==> config.mk <==
export PLATFORM = sky130hd
export DESIGN_NAME = pent_ram_arbiter_flat
export DESIGN_NICKNAME = d
export VERILOG_FILES = /design/src/rtl/pent_ram_arbiter_if.sv /design/src/rtl/pent_ram_arbiter.sv /design/src/flat_wrapper.sv
export SDC_FILE = /design/constraint.sdc
export NUM_CORES = 1
export LEC_CHECK = 0
export ABC_AREA = 0
export CAP_MARGIN = 10
export CORE_MARGIN = 2
export CORE_UTILIZATION = 45
export CTS_BUF_LIST = sky130_fd_sc_hd__clkbuf_4 sky130_fd_sc_hd__clkbuf_8
export DETAILED_ROUTE_END_ITERATION = 16
export PLACE_DENSITY = 0.95
export SLEW_MARGIN = 25
export SYNTH_ARGS = -nofsm -noshare
export SYNTH_HDL_FRONTEND = slang
export SYNTH_SLANG_ARGS = --single-unit
==> constraint.sdc <==
create_clock -name clk14m -period 3.25 [get_ports clk14m]
set_clock_uncertainty 0.05 [all_clocks]
set_input_delay 0.975 -clock clk14m [delete_from_list [all_inputs] [get_ports clk14m]]
set_output_delay 0.975 -clock clk14m [all_outputs]
set_load 0.005 [all_outputs]
==> src/rtl/pent_ram_arbiter_if.sv <==
`default_nettype none
// ============================================================================
//  Module      : pent_ram_arbiter_if
//  Description : Video, CPU and RAM-pin bundle around the main-RAM slot arbiter.
//  Revision    : 1.0 - initial release
// ============================================================================
interface pent_ram_arbiter_if #(
    parameter int ADDR_W = 19
);
    logic              grp_start;
    logic              vid_active;
    logic [ADDR_W-1:0] vid_pix_addr;
    logic [ADDR_W-1:0] vid_attr_addr;
    logic [7:0]        vid_pix;
    logic [7:0]        vid_attr;
    logic              vid_strobe;
    logic              cpu_req;
    logic              cpu_we;
    logic [ADDR_W-1:0] cpu_addr;
    logic [7:0]        cpu_wdata;
    logic [7:0]        cpu_rdata;
    logic              cpu_ack;
    logic [ADDR_W-1:0] ma;
    logic [7:0]        md_in;
    logic [7:0]        md_out;
    logic              md_oe;
    logic              cs_n;
    logic              we_n;

    // Arbiter side.
    modport slave (
        input  grp_start, vid_active, vid_pix_addr, vid_attr_addr,
               cpu_req, cpu_we, cpu_addr, cpu_wdata, md_in,
        output vid_pix, vid_attr, vid_strobe, cpu_rdata, cpu_ack,
               ma, md_out, md_oe, cs_n, we_n
    );

    // Video timing, CPU decode and RAM side.
    modport master (
        output grp_start, vid_active, vid_pix_addr, vid_attr_addr,
               cpu_req, cpu_we, cpu_addr, cpu_wdata, md_in,
        input  vid_pix, vid_attr, vid_strobe, cpu_rdata, cpu_ack,
               ma, md_out, md_oe, cs_n, we_n
    );
endinterface
`default_nettype wire

==> src/rtl/pent_ram_arbiter.sv <==
`default_nettype none
// ============================================================================
//  Module      : pent_ram_arbiter
//  Description : 16-clock slot scheduler sharing main SRAM between video and CPU.
//  Revision    : 1.0 - initial release
// ============================================================================
module pent_ram_arbiter #(
    parameter int ADDR_W = 19
) (
    input  logic              clk14m,
    input  logic              rst,
    pent_ram_arbiter_if.slave bus
);

    localparam logic [1:0] c_PH_ADDR = 2'd0;
    localparam logic [1:0] c_PH_STB1 = 2'd1;
    localparam logic [1:0] c_PH_STB2 = 2'd2;
    localparam logic [1:0] c_PH_DONE = 2'd3;

    logic [3:0]        r_cnt;
    logic [3:0]        w_cnt_nxt;
    logic              r_pending;
    logic              w_pending_nxt;
    logic [1:0]        w_phase;
    logic [1:0]        w_slot;

    logic              r_vid_grp;
    logic              r_holdoff;
    logic              r_busy;
    logic              r_is_cpu;
    logic              r_is_wr;
    logic              r_is_attr;

    logic              w_vid_slot;
    logic              w_vid_start;
    logic              w_cpu_start;
    logic [ADDR_W-1:0] w_vid_addr;

    logic [ADDR_W-1:0] r_ma;
    logic [7:0]        r_md_out;
    logic              r_md_oe;
    logic              r_cs_n;
    logic              r_we_n;
    logic [7:0]        r_cpu_rdata;
    logic              r_cpu_ack;
    logic [7:0]        r_vid_pix;
    logic [7:0]        r_vid_attr;
    logic              r_vid_strobe;

    assign w_phase = r_cnt[1:0];
    assign w_slot  = r_cnt[3:2];

    // ------------------------------------------------------------------
    // Slot counter state register
    // ------------------------------------------------------------------
    always_ff @(posedge clk14m) begin
        if (rst) begin
            r_cnt     <= 4'd0;
            r_pending <= 1'b0;
        end else begin
            r_cnt     <= w_cnt_nxt;
            r_pending <= w_pending_nxt;
        end
    end

    // Realignment only ever lands on a slot boundary, so no access is cut short.
    always_comb begin
        w_cnt_nxt     = r_cnt + 4'd1;
        w_pending_nxt = r_pending;
        if (w_phase == c_PH_DONE) begin
            if (bus.grp_start || r_pending) begin
                w_cnt_nxt = 4'd0;
            end
            w_pending_nxt = 1'b0;
        end else if (bus.grp_start) begin
            w_pending_nxt = 1'b1;
        end
    end

    // ------------------------------------------------------------------
    // Slot ownership decode at phase 0
    // ------------------------------------------------------------------
    always_comb begin
        w_vid_slot = 1'b0;
        case (w_slot)
            2'd0:    w_vid_slot = bus.vid_active;
            2'd1:    w_vid_slot = r_vid_grp;
            default: w_vid_slot = 1'b0;
        endcase
        w_vid_start = (w_phase == c_PH_ADDR) && w_vid_slot;
        w_cpu_start = (w_phase == c_PH_ADDR) && !w_vid_slot && bus.cpu_req && !r_holdoff;
        w_vid_addr  = (w_slot == 2'd0) ? bus.vid_pix_addr : bus.vid_attr_addr;
    end

    // ------------------------------------------------------------------
    // Access sequencer and registered RAM/port outputs
    // ------------------------------------------------------------------
    always_ff @(posedge clk14m) begin
        if (rst) begin
            r_vid_grp    <= 1'b0;
            r_holdoff    <= 1'b0;
            r_busy       <= 1'b0;
            r_is_cpu     <= 1'b0;
            r_is_wr      <= 1'b0;
            r_is_attr    <= 1'b0;
            r_ma         <= '0;
            r_md_out     <= 8'h00;
            r_md_oe      <= 1'b0;
            r_cs_n       <= 1'b1;
            r_we_n       <= 1'b1;
            r_cpu_rdata  <= 8'h00;
            r_cpu_ack    <= 1'b0;
            r_vid_pix    <= 8'h00;
            r_vid_attr   <= 8'h00;
            r_vid_strobe <= 1'b0;
        end else begin
            r_cpu_ack    <= 1'b0;
            r_vid_strobe <= 1'b0;
            case (w_phase)
                c_PH_ADDR: begin
                    if (r_cnt == 4'd0) begin
                        r_vid_grp <= bus.vid_active;
                    end
                    r_busy    <= w_cpu_start || w_vid_start;
                    r_is_cpu  <= w_cpu_start;
                    r_is_wr   <= w_cpu_start && bus.cpu_we;
                    r_is_attr <= w_vid_start && (w_slot == 2'd1);
                    if (w_cpu_start) begin
                        r_ma <= bus.cpu_addr;
                        if (bus.cpu_we) begin
                            r_md_out <= bus.cpu_wdata;
                        end
                    end else if (w_vid_start) begin
                        r_ma <= w_vid_addr;
                    end
                    r_md_oe <= w_cpu_start && bus.cpu_we;
                    r_cs_n  <= !(w_cpu_start || w_vid_start);
                    r_we_n  <= !(w_cpu_start && bus.cpu_we);
                end
                c_PH_STB1: begin
                end
                c_PH_STB2: begin
                    // Strobes end here so phase 3 gives write data hold time.
                    r_cs_n <= 1'b1;
                    r_we_n <= 1'b1;
                    if (r_busy) begin
                        if (r_is_cpu) begin
                            r_cpu_ack <= 1'b1;
                            if (!r_is_wr) begin
                                r_cpu_rdata <= bus.md_in;
                            end
                        end else if (r_is_attr) begin
                            r_vid_attr   <= bus.md_in;
                            r_vid_strobe <= 1'b1;
                        end else begin
                            r_vid_pix <= bus.md_in;
                        end
                    end
                end
                c_PH_DONE: begin
                    r_holdoff <= r_busy && r_is_cpu;
                    r_busy    <= 1'b0;
                end
                default: begin
                end
            endcase
        end
    end

    assign bus.ma         = r_ma;
    assign bus.md_out     = r_md_out;
    assign bus.md_oe      = r_md_oe;
    assign bus.cs_n       = r_cs_n;
    assign bus.we_n       = r_we_n;
    assign bus.cpu_rdata  = r_cpu_rdata;
    assign bus.cpu_ack    = r_cpu_ack;
    assign bus.vid_pix    = r_vid_pix;
    assign bus.vid_attr   = r_vid_attr;
    assign bus.vid_strobe = r_vid_strobe;

endmodule
`default_nettype wire
==> src/flat_wrapper.sv <==
// flat-port wrapper written by rule: the top's interface ports become plain ports
module pent_ram_arbiter_flat 
#(
    parameter int ADDR_W = 19
)
  (clk14m, rst, bus_grp_start, bus_vid_active, bus_vid_pix_addr, bus_vid_attr_addr, bus_cpu_req, bus_cpu_we, bus_cpu_addr, bus_cpu_wdata, bus_md_in, bus_vid_pix, bus_vid_attr, bus_vid_strobe, bus_cpu_rdata, bus_cpu_ack, bus_ma, bus_md_out, bus_md_oe, bus_cs_n, bus_we_n);
  pent_ram_arbiter_if #(.ADDR_W(ADDR_W)) bus_i ();
  input  logic clk14m;
  input  logic rst;
  input wire logic [$bits(bus_i.grp_start)-1:0] bus_grp_start;
  input wire logic [$bits(bus_i.vid_active)-1:0] bus_vid_active;
  input wire logic [$bits(bus_i.vid_pix_addr)-1:0] bus_vid_pix_addr;
  input wire logic [$bits(bus_i.vid_attr_addr)-1:0] bus_vid_attr_addr;
  input wire logic [$bits(bus_i.cpu_req)-1:0] bus_cpu_req;
  input wire logic [$bits(bus_i.cpu_we)-1:0] bus_cpu_we;
  input wire logic [$bits(bus_i.cpu_addr)-1:0] bus_cpu_addr;
  input wire logic [$bits(bus_i.cpu_wdata)-1:0] bus_cpu_wdata;
  input wire logic [$bits(bus_i.md_in)-1:0] bus_md_in;
  output wire logic [$bits(bus_i.vid_pix)-1:0] bus_vid_pix;
  output wire logic [$bits(bus_i.vid_attr)-1:0] bus_vid_attr;
  output wire logic [$bits(bus_i.vid_strobe)-1:0] bus_vid_strobe;
  output wire logic [$bits(bus_i.cpu_rdata)-1:0] bus_cpu_rdata;
  output wire logic [$bits(bus_i.cpu_ack)-1:0] bus_cpu_ack;
  output wire logic [$bits(bus_i.ma)-1:0] bus_ma;
  output wire logic [$bits(bus_i.md_out)-1:0] bus_md_out;
  output wire logic [$bits(bus_i.md_oe)-1:0] bus_md_oe;
  output wire logic [$bits(bus_i.cs_n)-1:0] bus_cs_n;
  output wire logic [$bits(bus_i.we_n)-1:0] bus_we_n;
  assign bus_i.grp_start = bus_grp_start;
  assign bus_i.vid_active = bus_vid_active;
  assign bus_i.vid_pix_addr = bus_vid_pix_addr;
  assign bus_i.vid_attr_addr = bus_vid_attr_addr;
  assign bus_i.cpu_req = bus_cpu_req;
  assign bus_i.cpu_we = bus_cpu_we;
  assign bus_i.cpu_addr = bus_cpu_addr;
  assign bus_i.cpu_wdata = bus_cpu_wdata;
  assign bus_i.md_in = bus_md_in;
  assign bus_vid_pix = bus_i.vid_pix;
  assign bus_vid_attr = bus_i.vid_attr;
  assign bus_vid_strobe = bus_i.vid_strobe;
  assign bus_cpu_rdata = bus_i.cpu_rdata;
  assign bus_cpu_ack = bus_i.cpu_ack;
  assign bus_ma = bus_i.ma;
  assign bus_md_out = bus_i.md_out;
  assign bus_md_oe = bus_i.md_oe;
  assign bus_cs_n = bus_i.cs_n;
  assign bus_we_n = bus_i.we_n;
  pent_ram_arbiter #(.ADDR_W(ADDR_W)) u_core (.clk14m(clk14m), .rst(rst), .bus(bus_i));
endmodule
## Word-level counts from Yosys, hierarchy flattened

Index checks and enable logic that the tools add are counted.

| operators by class | value |
|---|---|
| $add $sub $neg | 1 |
| reductions and logical operators | 28 |
| bitwise gates (word level) | 5 |
| multiplexer cells | 11 |
| eq/ne operators | 3 |

Operators by type and width:

| operator | number |
|---|---|
| 2-to-1 mux 19 bit | 3 |
| AND reduction 4 bit | 3 |
| 2-to-1 mux 4 bit | 2 |
| one-hot mux 1 bit (2 select lines) | 4 |
| logical AND 1 bit | 7 |
| nonzero test 2 bit | 3 |
| inverter 1 bit | 5 |
| adder 4 x 1 -> 4 bit, second input constant | 1 |
| == test 2 bit, second input constant | 2 |
| logical NOT 1 bit | 4 |
| logical NOT 2 bit | 2 |
| logical NOT 4 bit | 1 |
| AND reduction 2 bit | 2 |
| OR reduction 4 bit | 1 |
| AND reduction 3 bit | 1 |
| OR reduction 3 bit | 1 |
| == test 2 x 1 -> 1 bit, second input constant | 1 |
| logical OR 1 bit | 2 |
| 2-to-1 mux 1 bit | 2 |
| OR reduction 2 bit | 1 |

| storage, ports and cells | value |
|---|---|
| flip-flop bits (word level) | 66 |
| output and inout port bits | 56 |

## Longest topological paths before layout

| logic depth | value |
|---|---|
| depth in word-level cells | 9 |
| depth in mapped cells | 8 |
| gate-level depth less buffers | 5 |

## Worst setup path before layout

Ideal clock, no wire load.

| timing | value |
|---|---|
| kind | input port to flip-flop |
| from | input port rst |
| to | register u_core.r_ma[18] (netlist: u_core.bus.ma[18]) |
| required time | 3070 ps |
| stages on the path | 6 |
| setup time | 130 ps |
| setup slack | 1193 ps |
| data arrival time | 1877 ps |
| buffers on the path | 3 |
| path through | buf_2 -> and4bb_2 -> buf_4 -> buf_2 -> o211ai_1 -> o221ai_2 |

RTL lines:

| item | RTL line | text |
|---|---|---|
| start: declaration | flat_wrapper.sv:9 | `input logic rst;` |
| end signal: assignment | pent_ram_arbiter.sv:129 | `r_ma <= bus.cpu_addr;` |
| end signal: assignment | pent_ram_arbiter.sv:134 | `r_ma <= w_vid_addr;` |
| end: declaration | pent_ram_arbiter.sv:39 | `logic [ADDR_W-1:0] r_ma;` |

==> out/results.ini <==
[outcome]
status = completed

[layout]
diodes = 0
mostFrequentLayoutCells = clkdlybuf4s50_1 (134), dfxtp_1 (66), nand2_1 (50)
drive_gt1_share_pct = 6.335
final_common_cell = clkdlybuf4s50_1
finalNetCount = 519
area_growth_syn_to_layout_pct = 56.40

[grt]
grtUsageMet3_pct = 8.309
grt_pass1_wl_um = 13320
grt_max_degree = 26
grt_overflow_total = 0
gr-max-usage-layer = met2
grt_usage_pct = 23.58
grt_pass1_vias = 2858
use_met1_pct = 25.30
gr-usage-met2_pct = 42.62
antenna_found_initial = 0

[timing]
tightest_slew_ns = 0.7919
holdWs_ns = 0.4058
setup_violations = 0
grt_setup_unrepaired = no
drv_slew = 0
slew_headroom_pct = 47.21
max_freq_mhz = 403.0
period_share_pct = 76.36
fin_setup_tns_ns = 0
period_needed_ns = 2.482
hold_violations = 0
setup_ws_ns = 0.7683

[logic_synthesis]
synth_edf_count = 0
synth-async-reset-ratio_pct = 0
ys.flop_type = dfxtp_1
yosys_warnings = 0
synth.cell_area_sq_um = 2853
syn_area_per_cell_sq_um = 9.143
ys_types = 34
seq_area_frac_synth_pct = 46.32
syn-num-nets = 394
syn_inst = 312
synth_seq_cells = 66

[place]
hpwl_um = 6188
port_buffers = 134
globalplace.congestion = 0.7869
place_ws_ns = 0.4213

[worst_setup_path]
rrSetupSlack_ns = 1.31
critical-path-slowest-cell = nand2_1
cp.required_ns = 3.43
worstPathArrival_ns = 2.66
rr_endpoint = u_core.bus.ma[6]
critical_path.cell_chain = clkdlybuf4s50_1, inv_1, nand2_1, o221ai_1
reg2reg_depth = 5
crit_path_max_incr_delay_ns = 0.52
path_class = primary input to flip-flop
worstPathMaxFanout = 19
rr_startpoint = u_core.r_cnt[0]
endpoint_kind = flip-flop
cp-start-kind = primary input

[clocking]
cts_tree = yes
cts_inserted_buffers = 9
clk_latency_ns = 0.33
clkTransAtPathRegs_ns = 0.08
cts_root_buffer = clkbuf_8
cts_sinks = 66
hold_buffers = 0
cts_buffer_depth = 2
cts_resized = 0
cts_setup_buffers = 0
htree_num_levels = 3

[worst_hold_path]
holdPathStages = 2
hp-start = u_core.bus.cpu_rdata[5]
whs_endpoint = u_core.bus.cpu_rdata[5]
hp-class = flip-flop to flip-flop

[routing]
drt_iter0_drc = 127
totalWireLength_um = 8285
ant_nets = 0
drt-pass1-iter-count = 4
wire_per_inst_um = 15.96
drc_errors = 0
viasPerCell = 5.287
vias = 2744

[floorplanning]
rows = 29
core_sq_um = 6241
ios = 135
start_util_pct = 45.71
die_h_um = 83.62
dieArea_sq_um = 6992
die_x_um = 83.62

[power_and_ir_drop]
p_per_area_nw_per_um2 = 478.3
power_leakage_uw = 0.001578
power_uw = 2134
max-vdd-ir-drop_mv = 0.2777

[flow_run]
maxCapViolCount = 0

-- layout make-up --
type	count	area, sq um
Clock buffer	9	123.9
Clock inverter	7	141.4
Fill cell	489	1779
Inverter	22	82.58
Multi-Input combinational cell	198	1310
Sequential cell	66	1321
Tap cell	77	96.34
Timing Repair Buffer	140	1386
-- cell families after synthesis --
kind of cell	Yosys count	share of synthesized area [%]
buf+inv	48	7.763
compound gates	84	21.80
flops	66	46.32
simple gates	90	15.09
fa+ha+maj	3	1.316
mux	19	7.105
xor+xnor	2	0.6141
-- power breakdown --
| part | internal, uW | total [uW] | switching (uW) |
|---|---|---|---|
| Combinational | 201 | 342 | 141 |
| Clock | 587 | 909 | 322 |
| Sequential | 852 | 883 | 31.2 |
-- critical path: cells and delay by family --
kind | cells | cell delay [ns]
buf+inv | 2 | 0.80
compound gates | 1 | 0.36
simple gates | 1 | 0.52
-- per-stage QoR --
step | cell area [sq um] | cells | util (%)
floorplan | 2853 | 312 | -
global placement | 4197 | 503 | 67.24
detailed placement | 4197 | 503 | 67.24
CTS | 4462 | 519 | 71.49
global route | 4462 | 519 | 71.49
finish | 4462 | 519 | 71.49
-- worst max-delay path by stage --
stage | startpoint | to | slack (ns) | depth (start not counted)
3_3_place_gp | rst | u_core.bus.ma[18] | 0.61 | 4
5_1_grt | rst | u_core.bus.ma[14] | 0.64 | 4
3_5_place_dp | rst | u_core.bus.ma[6] | 0.42 | 4
4_1_cts | rst | u_core.bus.ma[6] | 0.77 | 4
2_1_floorplan | rst | u_core.bus.ma[18] | 1.19 | 6
6_report | rst | u_core.bus.ma[6] | 0.77 | 4
-- state kept, by name, summed over array words and instances, names as in the netlist, 3 cells and up, named ones only --
name                  cells
u_core.bus.cpu_rdata      8
u_core.bus.vid_attr       8
u_core.bus.vid_pix        8
u_core.r_cnt              3
u_core.bus.ma            19
u_core.bus.md_out         8
-- cell usage after synthesis (3+ instances only) --
| cell | instances | area share, % |
|---|---|---|
| dfxtp_1 | 66 | 46 |
| nand2_1 | 50 | 6.6 |
| inv_1 | 22 | 2.9 |
| a22oi_1 | 19 | 5.0 |
| nor2_1 | 19 | 2.5 |
| o211ai_1 | 19 | 5.0 |
| a21oi_1 | 18 | 3.2 |
| mux2i_1 | 18 | 6.3 |
| o221ai_1 | 18 | 5.5 |
| buf_2 | 12 | 2.1 |
| clkbuf_1 | 9 | 1.2 |
| o21ai_0 | 4 | 0.70 |
| and4b_1 | 3 | 1.1 |
| buf_4 | 3 | 0.79 |
| ha_1 | 3 | 1.3 |
| nand2b_1 | 3 | 0.66 |
| nand3_1 | 3 | 0.53 |
-- metal layers --
metal / wire [um] / vias up / share of wire, %
li1: - / 1358 / -
met1: 3349 / 1263 / 40
met2: 4242 / 113 / 51
met3: 603 / 10 / 7.3
met4: 90 / 0 / 1.1
met5: 0 / - / 0
Note: power is estimated with default switching activity, not from simulation.
